$ cat config.mk
export PLATFORM = sky130hd
export DESIGN_NAME = uart_program_loader
export DESIGN_NICKNAME = d
export VERILOG_FILES = /design/src/rtl/uart_program_loader_pkg.sv /design/src/rtl/uart_rx_byte.sv /design/src/rtl/uart_program_loader.sv
export SDC_FILE = /design/constraint.sdc
export NUM_CORES = 1
export LEC_CHECK = 0
export CORE_MARGIN = 2
export CORE_UTILIZATION = 35
export DETAILED_ROUTE_END_ITERATION = 8
export GPL_ROUTABILITY_DRIVEN = 0
export PLACE_DENSITY = 0.52
export SETUP_SLACK_MARGIN = 0.4
export SLEW_MARGIN = 10
export SYNTH_ARGS = -nofsm -noshare
export SYNTH_HDL_FRONTEND = slang
export SYNTH_SLANG_ARGS = --single-unit
export TNS_END_PERCENT = 20
$ cat constraint.sdc
create_clock -name clk -period 12 [get_ports clk]
set_input_delay 1.2 -clock clk [delete_from_list [all_inputs] [get_ports clk]]
set_output_delay 1.2 -clock clk [all_outputs]
set_load 0.02 [all_outputs]
$ cat src/rtl/uart_program_loader_pkg.sv
// Shared definitions for the UART program loader: FSM encodings and framing constants.
package uart_program_loader_pkg;

  // 100 MHz system clock at 115200 baud
  localparam int DEFAULT_CLKS_PER_BIT = 868;

  // The image header is a little-endian word count this many bytes long
  localparam int COUNT_BYTES = 2;

  typedef enum logic [1:0] {
    RX_IDLE,
    RX_START,
    RX_DATA,
    RX_STOP
  } rx_state_t;

  typedef enum logic [2:0] {
    L_CNT_LO,
    L_CNT_HI,
    L_DATA,
    L_DONE,
    L_ERR
  } ld_state_t;

endpackage

$ cat src/rtl/uart_rx_byte.sv
// 8N1 UART byte receiver: two-flop input synchroniser followed by the RX FSM.
// Emits a one-cycle byte_valid with byte_data, or a one-cycle frame_err when
// the stop bit is sampled low.
module uart_rx_byte
  import uart_program_loader_pkg::*;
#(
  parameter int CLKS_PER_BIT = DEFAULT_CLKS_PER_BIT
) (
  input  logic       clk,
  input  logic       reset,
  input  logic       rxd,
  output logic       byte_valid,
  output logic [7:0] byte_data,
  output logic       frame_err
);

  localparam int BAUD_W = $clog2(CLKS_PER_BIT);
  localparam logic [BAUD_W-1:0] HALF_LAST = BAUD_W'(CLKS_PER_BIT / 2 - 1);
  localparam logic [BAUD_W-1:0] FULL_LAST = BAUD_W'(CLKS_PER_BIT - 1);

  rx_state_t         state, state_d;
  logic              rx_p0, rx_p1;
  logic              rx_s;
  logic [BAUD_W-1:0] baud;
  logic [2:0]        bit_cnt;
  logic [7:0]        shift;
  logic              stop_wait;

  assign rx_s = rx_p1;

  // Synchronise the asynchronous line; idles high so reset to 1
  always_ff @(posedge clk or posedge reset) begin
    if (reset) begin
      rx_p0 <= 1'b1;
      rx_p1 <= 1'b1;
    end else begin
      rx_p0 <= rxd;
      rx_p1 <= rx_p0;
    end
  end

  // RX state register
  always_ff @(posedge clk or posedge reset) begin
    if (reset) state <= RX_IDLE;
    else       state <= state_d;
  end

  // RX next-state: start detect, mid-start-bit glitch check, 8 data bits, stop bit
  always_comb begin
    state_d = state;
    case (state)
      RX_IDLE:  if (!rx_s) state_d = RX_START;
      RX_START: if (baud == HALF_LAST) state_d = rx_s ? RX_IDLE : RX_DATA;
      RX_DATA:  if (baud == FULL_LAST && bit_cnt == 3'd7) state_d = RX_STOP;
      RX_STOP: begin
        // After a bad stop bit, hold here until the line recovers to idle
        if (stop_wait) begin
          if (rx_s) state_d = RX_IDLE;
        end else if (baud == FULL_LAST && rx_s) begin
          state_d = RX_IDLE;
        end
      end
      default:  state_d = RX_IDLE;
    endcase
  end

  // Baud/bit counters, shift register and the byte/error strobes
  always_ff @(posedge clk or posedge reset) begin
    if (reset) begin
      baud       <= '0;
      bit_cnt    <= '0;
      shift      <= '0;
      stop_wait  <= 1'b0;
      byte_valid <= 1'b0;
      byte_data  <= '0;
      frame_err  <= 1'b0;
    end else begin
      byte_valid <= 1'b0;
      frame_err  <= 1'b0;
      case (state)
        RX_IDLE: begin
          baud      <= '0;
          bit_cnt   <= '0;
          stop_wait <= 1'b0;
        end
        RX_START: baud <= baud + 1'b1;
        RX_DATA: begin
          if (baud == FULL_LAST) begin
            shift   <= {rx_s, shift[7:1]};
            bit_cnt <= bit_cnt + 3'd1;
            baud    <= '0;
          end else begin
            baud <= baud + 1'b1;
          end
        end
        RX_STOP: begin
          if (!stop_wait) begin
            if (baud == FULL_LAST) begin
              if (rx_s) begin
                byte_valid <= 1'b1;
                byte_data  <= shift;
              end else begin
                frame_err <= 1'b1;
                stop_wait <= 1'b1;
              end
              baud <= '0;
            end else begin
              baud <= baud + 1'b1;
            end
          end
        end
        default: baud <= '0;
      endcase
      // Every state entry starts a fresh baud interval
      if (state_d != state) baud <= '0;
    end
  end

endmodule

$ cat src/rtl/uart_program_loader.sv
// UART program loader: receives a word-count header and a little-endian word
// stream, writes the words to memory and holds the cpu in reset until done.
module uart_program_loader
  import uart_program_loader_pkg::*;
#(
  parameter int CLKS_PER_BIT = DEFAULT_CLKS_PER_BIT,
  parameter int NUM_OF_BYTES = 800
) (
  input  logic        clk,
  input  logic        reset,
  input  logic        RxD,
  output logic [31:0] mem_address,
  output logic [31:0] mem_write_data,
  output logic        mem_write_en,
  output logic        cpu_hold,
  output logic        load_done,
  output logic        load_error
);

  localparam int CNT_W     = 8 * COUNT_BYTES;
  localparam int MAX_WORDS = NUM_OF_BYTES / 4;

  ld_state_t        state, state_d;
  logic             byte_valid;
  logic [7:0]       byte_data;
  logic             frame_err;
  logic [CNT_W-1:0] count;
  logic [CNT_W-1:0] count_full;
  logic [CNT_W-1:0] word_idx;
  logic [1:0]       byte_idx;
  logic [23:0]      word_buf;

  uart_rx_byte #(.CLKS_PER_BIT(CLKS_PER_BIT)) u_rx (
    .clk       (clk),
    .reset     (reset),
    .rxd       (RxD),
    .byte_valid(byte_valid),
    .byte_data (byte_data),
    .frame_err (frame_err)
  );

  // Header value as it stands once the high count byte arrives
  assign count_full = {byte_data, count[7:0]};

  // Loader state register
  always_ff @(posedge clk or posedge reset) begin
    if (reset) state <= L_CNT_LO;
    else       state <= state_d;
  end

  // Loader next-state: header, data words, then terminal done/error
  always_comb begin
    state_d = state;
    case (state)
      L_CNT_LO: begin
        if (frame_err)       state_d = L_ERR;
        else if (byte_valid) state_d = L_CNT_HI;
      end
      L_CNT_HI: begin
        if (frame_err) state_d = L_ERR;
        else if (byte_valid) begin
          if (count_full == '0)                          state_d = L_DONE;
          else if (32'(count_full) > 32'(MAX_WORDS))     state_d = L_ERR;
          else                                           state_d = L_DATA;
        end
      end
      L_DATA: begin
        if (frame_err) state_d = L_ERR;
        else if (byte_valid && byte_idx == 2'd3 && word_idx + CNT_W'(1) == count)
          state_d = L_DONE;
      end
      L_DONE:  state_d = L_DONE;
      L_ERR:   state_d = L_ERR;
      default: state_d = L_ERR;
    endcase
  end

  // Header capture, word assembly, write strobe and sticky status flags
  always_ff @(posedge clk or posedge reset) begin
    if (reset) begin
      count          <= '0;
      word_idx       <= '0;
      byte_idx       <= '0;
      word_buf       <= '0;
      mem_address    <= '0;
      mem_write_data <= '0;
      mem_write_en   <= 1'b0;
      cpu_hold       <= 1'b1;
      load_done      <= 1'b0;
      load_error     <= 1'b0;
    end else begin
      mem_write_en <= 1'b0;
      cpu_hold     <= (state_d != L_DONE);
      load_done    <= (state_d == L_DONE);
      load_error   <= (state_d == L_ERR);
      if (byte_valid) begin
        case (state)
          L_CNT_LO: count[7:0] <= byte_data;
          L_CNT_HI: begin
            count    <= count_full;
            word_idx <= '0;
            byte_idx <= '0;
          end
          L_DATA: begin
            case (byte_idx)
              2'd0: word_buf[7:0]   <= byte_data;
              2'd1: word_buf[15:8]  <= byte_data;
              2'd2: word_buf[23:16] <= byte_data;
              default: begin
                mem_write_data <= {byte_data, word_buf};
                mem_address    <= 32'({word_idx, 2'b00});
                mem_write_en   <= 1'b1;
                word_idx       <= word_idx + CNT_W'(1);
              end
            endcase
            byte_idx <= byte_idx + 2'd1;
          end
          default: ;
        endcase
      end
    end
  end

endmodule

# Word-level counts from Yosys, hierarchy flattened
# Cells that the tools add are included.
[word_totals]
ff_bits = 149
input_bits = 3
out_inout_bits = 68
[op_classes]
add_sub_neg = 4
magnitude_cmp = 1
eq_ne = 20
mux = 39
n_bitwise = 2
reduce_logical = 23
[op_table]
columns = ["op", "n"]
rows = [
  ["10-bit case mux with 4 select lines", 1],
  ["16-bit case mux with 2 select lines", 1],
  ["10-bit two-way mux", 3],
  ["3-bit two-way mux", 9],
  ["16-bit by 1-bit adder with 16-bit output, second input constant", 1],
  ["16-bit equality test", 1],
  ["16-bit by 8-bit > comparator with 1-bit output, second input constant", 1],
  ["16-bit zero test", 1],
  ["16-bit two-way mux", 1],
  ["3-bit AND reduction", 5],
  ["2-bit two-way mux", 7],
  ["1-bit two-way mux", 12],
  ["3-bit case mux with 4 select lines", 1],
  ["10-bit by 1-bit adder with 10-bit output, second input constant", 1],
  ["10-bit equality test, second input constant", 1],
  ["10-bit by 9-bit equality test with 1-bit output, second input constant", 1],
  ["2-bit AND reduction", 5],
  ["3-bit by 2-bit equality test with 1-bit output, second input constant", 3],
  ["2-bit equality test, second input constant", 4],
  ["2-bit case mux with 4 select lines", 1],
  ["3-bit equality test, second input constant", 2],
  ["3-bit case mux with 2 select lines", 1],
  ["2-bit nonzero test", 3],
  ["2-bit by 1-bit equality test with 1-bit output, second input constant", 2],
  ["16 further kinds", 21],
]

# Longest topological paths before layout
# Gate-level depths: netlist of run 1.
[logic_depth]
depth_word = 7
depth_mapped = 8
ltp_nobuf = 8

# Cells and area by module
# From an unflattened synthesis of run 1, not the netlist that was laid out.
[unflattened]
hier_cells = 699
area_unflattened_um2 = 7205.7
[modules_own_cells]
columns = ["mod", "instances", "cells_per_inst", "area_per_inst_um2", "seq_area_each_um2"]
rows = [
  ["uart_program_loader", 1, 531, 5310.1, 2829.0],
  ["uart_rx_byte", 1, 168, 1895.6, 903.4],
]

# Least setup slack after synthesis of run 1
# Ideal clock, no wire load.
[synth_path]
path_kind = "reg-to-reg"
from = "reg u_rx.baud[0]"
to = "reg u_rx.baud[4]"
setup_ns = 0.099
t_arrival_ns = 2.237
t_required_ns = 11.900
slack_ns = 9.663
stages_incl_launch_ff = 9
path_buffers = 1
cell_sequence = "dfrtp_1 ha_1 and4_1 nand4_2 o21ai_0 a211oi_1 buf_2 nand2_1 a311oi_1"
[synth_between]
elab_chain_cells = 7
elab_cells_between_ends = 16
[synth_lines]
columns = ["element", "line", "source"]
rows = [
  ["start, declared", "uart_rx_byte.sv:24", "logic [BAUD_W-1:0] baud;"],
  ["start signal, assigned", "uart_rx_byte.sv:86", "RX_START: baud <= baud + 1'b1;"],
  ["start signal, assigned", "uart_rx_byte.sv:93", "baud <= baud + 1'b1;"],
  ["start signal, assigned", "uart_rx_byte.sv:108", "baud <= baud + 1'b1;"],
  ["branches (longest 7 deep; another with 10-bit by 1-bit adder with 10-bit output)", "-", ""],
]
# Several ways; the timed one is not identified. The select of a mux whose other input is x is not followed.
# A chain may end at the register's enable or synchronous reset.

# Worst setup path in the final report of run 1
[layout_path]
from = "reg cpu_hold"
to = "out cpu_hold"
[layout_lines]
columns = ["element", "line", "source"]
rows = [
  ["start, declared", "uart_program_loader.sv:15", "output logic cpu_hold,"],
  ["start signal, assigned", "uart_program_loader.sv:93", "cpu_hold <= (state_d != L_DONE);"],
]
# No word-level cell between the ends.

==> impl_metrics.toml, run 1 <==
[setup_path]
required_ns = 10.80
critPathLaunchType = "register"
crit_fanout = 1
crit_slowest_cell = "clkdlybuf4s50_1"
arrival_ns = 1.56
crit_type = "reg -> out"
cp_top_family = "buffers and inverters"
cp-end-kind = "output pin"
path_buf_inv = 1
cp_cell_sequence = "clkdlybuf4s50_1"
critical-path-max-stage-delay_ns = 0.60

[final_layout]
stdcell_count = 1000
fillers = 1868
layout_common_cells = "191 x nand2_1, 146 x dfrtp_1, 55 x mux2_2"
area_delta_synth_final_pct = 19.54
n_antenna_cell = 0
layout_commonest_cell = "nand2_1"
fin_nets = 740
drive_gt1_frac = 0.1415

[synthesis]
syn-instance-count = 678
synth_edf_count = 0
synth_top_area_share = 0.5257
avgSynthCellArea_sq_um = 10.25
netlist_area_sq_um = 6949
synth_seq_area_share = 0.5371
synth-seq-cells = 149
ys_async_sr_fraction = 1.000
yosysTopAreaCell = "dfrtp_1"
synthTopCellsByArea = "dfrtp_1 53%, nand2_1 10%, mux2_2 8.9%"
yosysWarnings = 0
ys_types = 64
synth-main-ff-cell = "dfrtp_1"

[sta]
finalCritPeriodShare = 0.2296
rsz0062_at_grt = "false"
tns_ns = 0
fmax_mhz = 362.9
slew_viol_final = 0
worst_pin_slew_ns = 0.9413
slew_headroom = 0.3708
fin_skew_ns = 0.008248
setup_viol_count_final = 0
fin_crit_ns = 2.755
hold_viol = 0

[clocking]
cts.repair.resized = 0
postCtsSetupBuffers = 0
clk_pin_slew_ns = 0.06
insertion_delay_ns = 0.42
cts_tree = "yes"
clock_sinks = 149
ctsHoldBuffers = 0
ctsRootBufferMaster = "clkbuf_16"
htree_num_levels = 4
clock_path_buffers = 2
cts-buffers-inserted = 17

[drt]
wl_um = 15380
dr_total_vias = 4963
wl_per_cell_um = 15.38
firstDrtPassIters = 5
drc = 0
drtIter0Drc = 231
viasPerCell = 4.963
final_antenna_net_count = 0

[floorplan]
io_pins = 71
start_util = 0.3571
die_x_um = 144.9
core_area_sq_um = 19460
die-area_sq_um = 21000
rows = 51
die_h_um = 144.9

[status]
outcome = "finished, final reports clean"

[job]
cap_violations = 0

[global_route]
antenna_found_initial = 0
grt-ovfl-total = 0
grt_pass1_vias = 4972
grt_max_degree = 91
grtUsageTotal = 0.1510
grt_pass1_wl_um = 25670

[place]
port_buffers = 54
dp_cells = 970
dpl.hpwl_um = 10280

[worst_hold_path]
hp-class = "reg -> reg"

[pwr]
peakVddDrop_uv = 84.40
p_per_area_nw_per_um2 = 131.9
power_mw = 1.096
p_leak_nw = 4.013
-- synth_stat cells (2+ instances only) --
cell,n
a211oi_1,3
a21o_1,2
a21oi_1,12
a22o_1,4
a311oi_1,7
a31oi_1,3
a41oi_1,2
and2_1,2
and3_1,5
and4_1,3
buf_1,6
buf_2,4
buf_4,17
clkbuf_1,16
clkbuf_2,3
dfrtp_1,146
dfstp_2,3
ha_1,13
inv_1,16
mux2_2,55
mux2i_1,2
nand2_1,192
nand2b_1,5
nand3_1,13
nand3b_1,4
nand4_1,5
nand4_2,2
nor2_1,19
nor2b_1,3
nor3_1,11
nor4_1,7
nor4_2,2
o2111ai_1,2
o21ai_0,31
o31ai_1,6
or2b_1,2
xnor2_1,18
xor2_1,6
-- stage by stage --
| stage | hold slack [ns] | util | instance area (sq um) | setup WS (ns) |
|---|---|---|---|---|
| finish | 0.3554 | 0.4268 | 8307 | 9.245 |
| global route | 0.3650 | 0.4268 | 8307 | 9.074 |
| CTS | 0.3575 | 0.4268 | 8307 | 9.220 |
| global placement | 0.3468 | 0.3941 | 7670 | 8.881 |
| detailed placement | 0.3482 | 0.3941 | 7670 | 8.839 |
| floorplan | 0.3452 | - | 7005 | 6.797 |
-- cell families after synthesis --
logic type | share of synthesized area
buffers and inverters | 0.04393
xor gates and xnor gates | 0.03349
AOI/OAI and AO/OA | 0.08175
DFF | 0.5371
and+or+nand+nor | 0.1878
other | 0.0005396
muxes | 0.09201
adders and majority gates | 0.02341
-- final timing paths --
| path | startpoint | endpoint | slack (ns) | cells past startpoint |
|---|---|---|---|---|
| hold / removal | u_rx.rx_p0 | u_rx.rx_p1 | 0.36 | 0 |
| setup reg to reg | word_idx[0] | state[0] | 9.27 | 7 |
| max in group asynchronous | reset | mem_address[2] | 9.38 | 3 |
| hold reg to reg | u_rx.rx_p0 | u_rx.rx_p1 | 0.36 | 0 |
| setup / recovery | cpu_hold | cpu_hold | 9.24 | 1 |
| min in group asynchronous | reset | mem_write_data[1] | 1.32 | 2 |
-- routing by layer --
| metal | wire (um) | global-route usage | share of wire | up-vias |
|---|---|---|---|---|
| met5 | 0 | 0 | 0 | - |
| met4 | 180 | 0.04604 | 0.012 | 0 |
| met3 | 477 | 0.03679 | 0.031 | 16 |
| met2 | 7475 | 0.2471 | 0.49 | 82 |
| met1 | 7242 | 0.1985 | 0.47 | 2476 |
| li1 | - | - | - | 2389 |
-- flip-flops by register name (all words and copies together), names as in the netlist --
signal           flops
u_rx.baud           10
u_rx.byte_data       8
u_rx.frame_err       1
u_rx.rx_p1           1
cpu_hold             1
load_error           1
u_rx.shift           8
count               16
state                3
u_rx.stop_wait       1
u_rx.rx_p0           1
byte_idx             2
u_rx.bit_cnt         3
u_rx.byte_valid      1
mem_write_data      32
mem_write_en         1
mem_address         16
load_done            1
u_rx.state           2
word_buf            24
word_idx            16
-- cell type report --
| type | instances | area (sq um) | share of cell area |
|---|---|---|---|
| sequential | 149 | 3732 | 0.4493 |
| multi-input combinational | 482 | 2970 | 0.3576 |
| timing repair buffer | 58 | 570.5 | 0.06868 |
| clock buffer | 21 | 460.4 | 0.05543 |
| tap | 265 | 331.6 | 0.03992 |
| clock inverter | 9 | 176.4 | 0.02124 |
| inverter | 16 | 65.06 | 0.007833 |
-- power by group --
| group | total (mW) | switching (mW) | internal (mW) |
|---|---|---|---|
| Sequential | 0.504 | 0.000467 | 0.503 |
| Combinational | 0.0150 | 0.0141 | 0.000878 |
| Clock | 0.577 | 0.200 | 0.377 |
| Total | 1.10 | 0.215 | 0.881 |
(Power assumes the default switching activity.)
==> run 2, diff against run 1 <==
--- a/config.mk
+++ b/config.mk
@@ -9,7 +9,7 @@
 export CORE_UTILIZATION = 35
 export DETAILED_ROUTE_END_ITERATION = 8
 export GPL_ROUTABILITY_DRIVEN = 0
-export PLACE_DENSITY = 0.52
+export PLACE_DENSITY = 0.54
 export SETUP_SLACK_MARGIN = 0.4
 export SLEW_MARGIN = 10
 export SYNTH_ARGS = -nofsm -noshare
==> constraint.sdc (replaced) <==
create_clock -name clk -period 2.4 [get_ports clk]
set_input_delay 0.24 -clock clk [delete_from_list [all_inputs] [get_ports clk]]
set_output_delay 0.24 -clock clk [all_outputs]
set_load 0.02 [all_outputs]
==> impl_metrics.toml, run 2 (synthesized netlist as in run 1, its figures left out) <==
[floorplan]
core_area_sq_um = 19460
rows = 51
die-area_sq_um = 21000
die_x_um = 144.9
die_h_um = 144.9
start_util = 0.3571
io_pins = 71

[setup_path]
crit_slowest_cell = "or4b_1"
crit_type = "reg -> reg"
cp_top_family = "compound AO/OA/AOI/OAI gates"
path_buf_inv = 1
cp_cell_sequence = "inv_1 -> ha_1 -> or4b_1 -> or4_4 -> o31a_1 -> o21ai_4 -> o221ai_4 -> a311oi_1"
cp-end-kind = "register"
critical-path-max-stage-delay_ns = 0.43
arrival_ns = 2.79
critPathLaunchType = "register"
crit_fanout = 5
required_ns = 2.72

[job]
cap_violations = 0

[sta]
fin_skew_ns = 0.01101
finalCritPeriodShare = 1.030
hold_viol = 0
tns_ns = -0.3322
slew_viol_final = 0
fmax_mhz = 404.5
fin_crit_ns = 2.472
setup_viol_count_final = 7
layout_setup_ws_ns = -0.07239
rsz0062_at_grt = "true"

[pwr]
p_leak_nw = 4.363
peakVddDrop_uv = 518.5
p_per_area_nw_per_um2 = 597.6

[worst_hold_path]
hp-class = "in -> reg"

[clocking]
clock_sinks = 149
cts_tree = "yes"
clk_pin_slew_ns = 0.06
ctsHoldBuffers = 0
htree_num_levels = 4
clock_path_buffers = 2
cts-buffers-inserted = 17
insertion_delay_ns = 0.42
ctsRootBufferMaster = "clkbuf_16"

[drt]
wl_um = 16250
drc = 0
final_antenna_net_count = 0
wl_per_cell_um = 15.52
viasPerCell = 4.889
firstDrtPassIters = 4
dr_total_vias = 5119
drtIter0Drc = 276

[final_layout]
top_regs = "mem_write_data: 32 flops, word_buf: 24 flops"
largest_reg_flops = 32
layout_common_cells = "189 x nand2_1, 137 x dfrtp_1, 54 x mux2_2, 54 x clkdlybuf4s50_1, 40 x buf_4"
layout_commonest_cell = "nand2_1"
area_delta_synth_final_pct = 29.28
final_util = 0.4616
top_register = "mem_write_data"
fin_nets = 785
stdcell_count = 1047
drive_gt1_frac = 0.2391
n_antenna_cell = 0

[global_route]
grtUsageTotal = 0.1595
grt_max_degree = 92
antenna_found_initial = 0
grt_pass1_vias = 5305
grt-ovfl-total = 0
grt_pass1_wl_um = 27060

[place]
dp_cells = 1000
dpl.hpwl_um = 10670
port_buffers = 54
dp_slack_ns = -0.05759

[status]
outcome = "complete, but fails checks"
violations = "setup timing"
[run 2: cell count changes in the layout (fill, tap and decap cells not counted), moves of 4 or more]
cell | before | now
buf_4 | 4 | 40
dfrtp_1 | 146 | 137
dfrtp_2 | 0 | 9
a311oi_1 | 7 | 1
a311oi_2 | 0 | 6
buf_12 | 0 | 5
nor4_1 | 7 | 3
[run 2: metal layers]
layer  part of all wire  global-route usage  routed length [um]  vias up
met1               0.46              0.2051                7405     2526
li1                   -                   -                   -     2476
met3              0.037             0.03648                 602       18
met5                  0                   0                   0        -
met2               0.49              0.2636                7998       99
met4              0.015             0.05842                 248        0
[run 2: cell type report]
| cell class | count | area [sq um] |
|---|---|---|
| multi-input cells | 483 | 3248 |
| fillers | 1822 | 10480 |
| clock buffers | 24 | 501.7 |
| flip-flops and latches | 149 | 3744 |
| clock inverters | 8 | 120.1 |
| well taps | 265 | 331.6 |
| inverters | 16 | 63.81 |
| repair buffers | 102 | 974.7 |
[run 2: path summary, 6_finish.rpt]
kind	startpoint	endpoint	slack (ns)	depth (start not counted)
setup / recovery	u_rx.baud[1]	u_rx.baud[4]	-0.07	8
hold / removal	RxD	u_rx.rx_p0	0.23	1
setup reg to reg	u_rx.baud[1]	u_rx.baud[4]	-0.07	8
hold reg to reg	u_rx.rx_p0	u_rx.rx_p1	0.36	0
max in group asynchronous	reset	word_idx[8]	1.64	3
min in group asynchronous	reset	word_buf[7]	0.29	3
[run 2: where the power goes]
part           switching [mW]  internal [mW]  leakage (nW)
clock                    1.00           1.77         0.302
sequential            0.00238           2.52          2.04
combinational          0.0712         0.0101          2.02
[run 2: timing repair]
item	4_1_cts	5_1_grt
gates resized for setup	40	18
setup endpoints to repair	43	34
cloned	0	1
buffers inserted	13	1
pin swaps	12	9
[run 2: stage by stage]
stage                     hold WS, ns  instance area, sq um  power [mW]
final                          0.2303                  8984       5.368
after global routing           0.2112                  8984       5.580
after CTS                      0.2169                  8869       5.451
after detailed placement       0.3498                  7949       2.648
after global placement         0.3495                  7949       2.646
after floorplan                0.2445                  7014       2.642
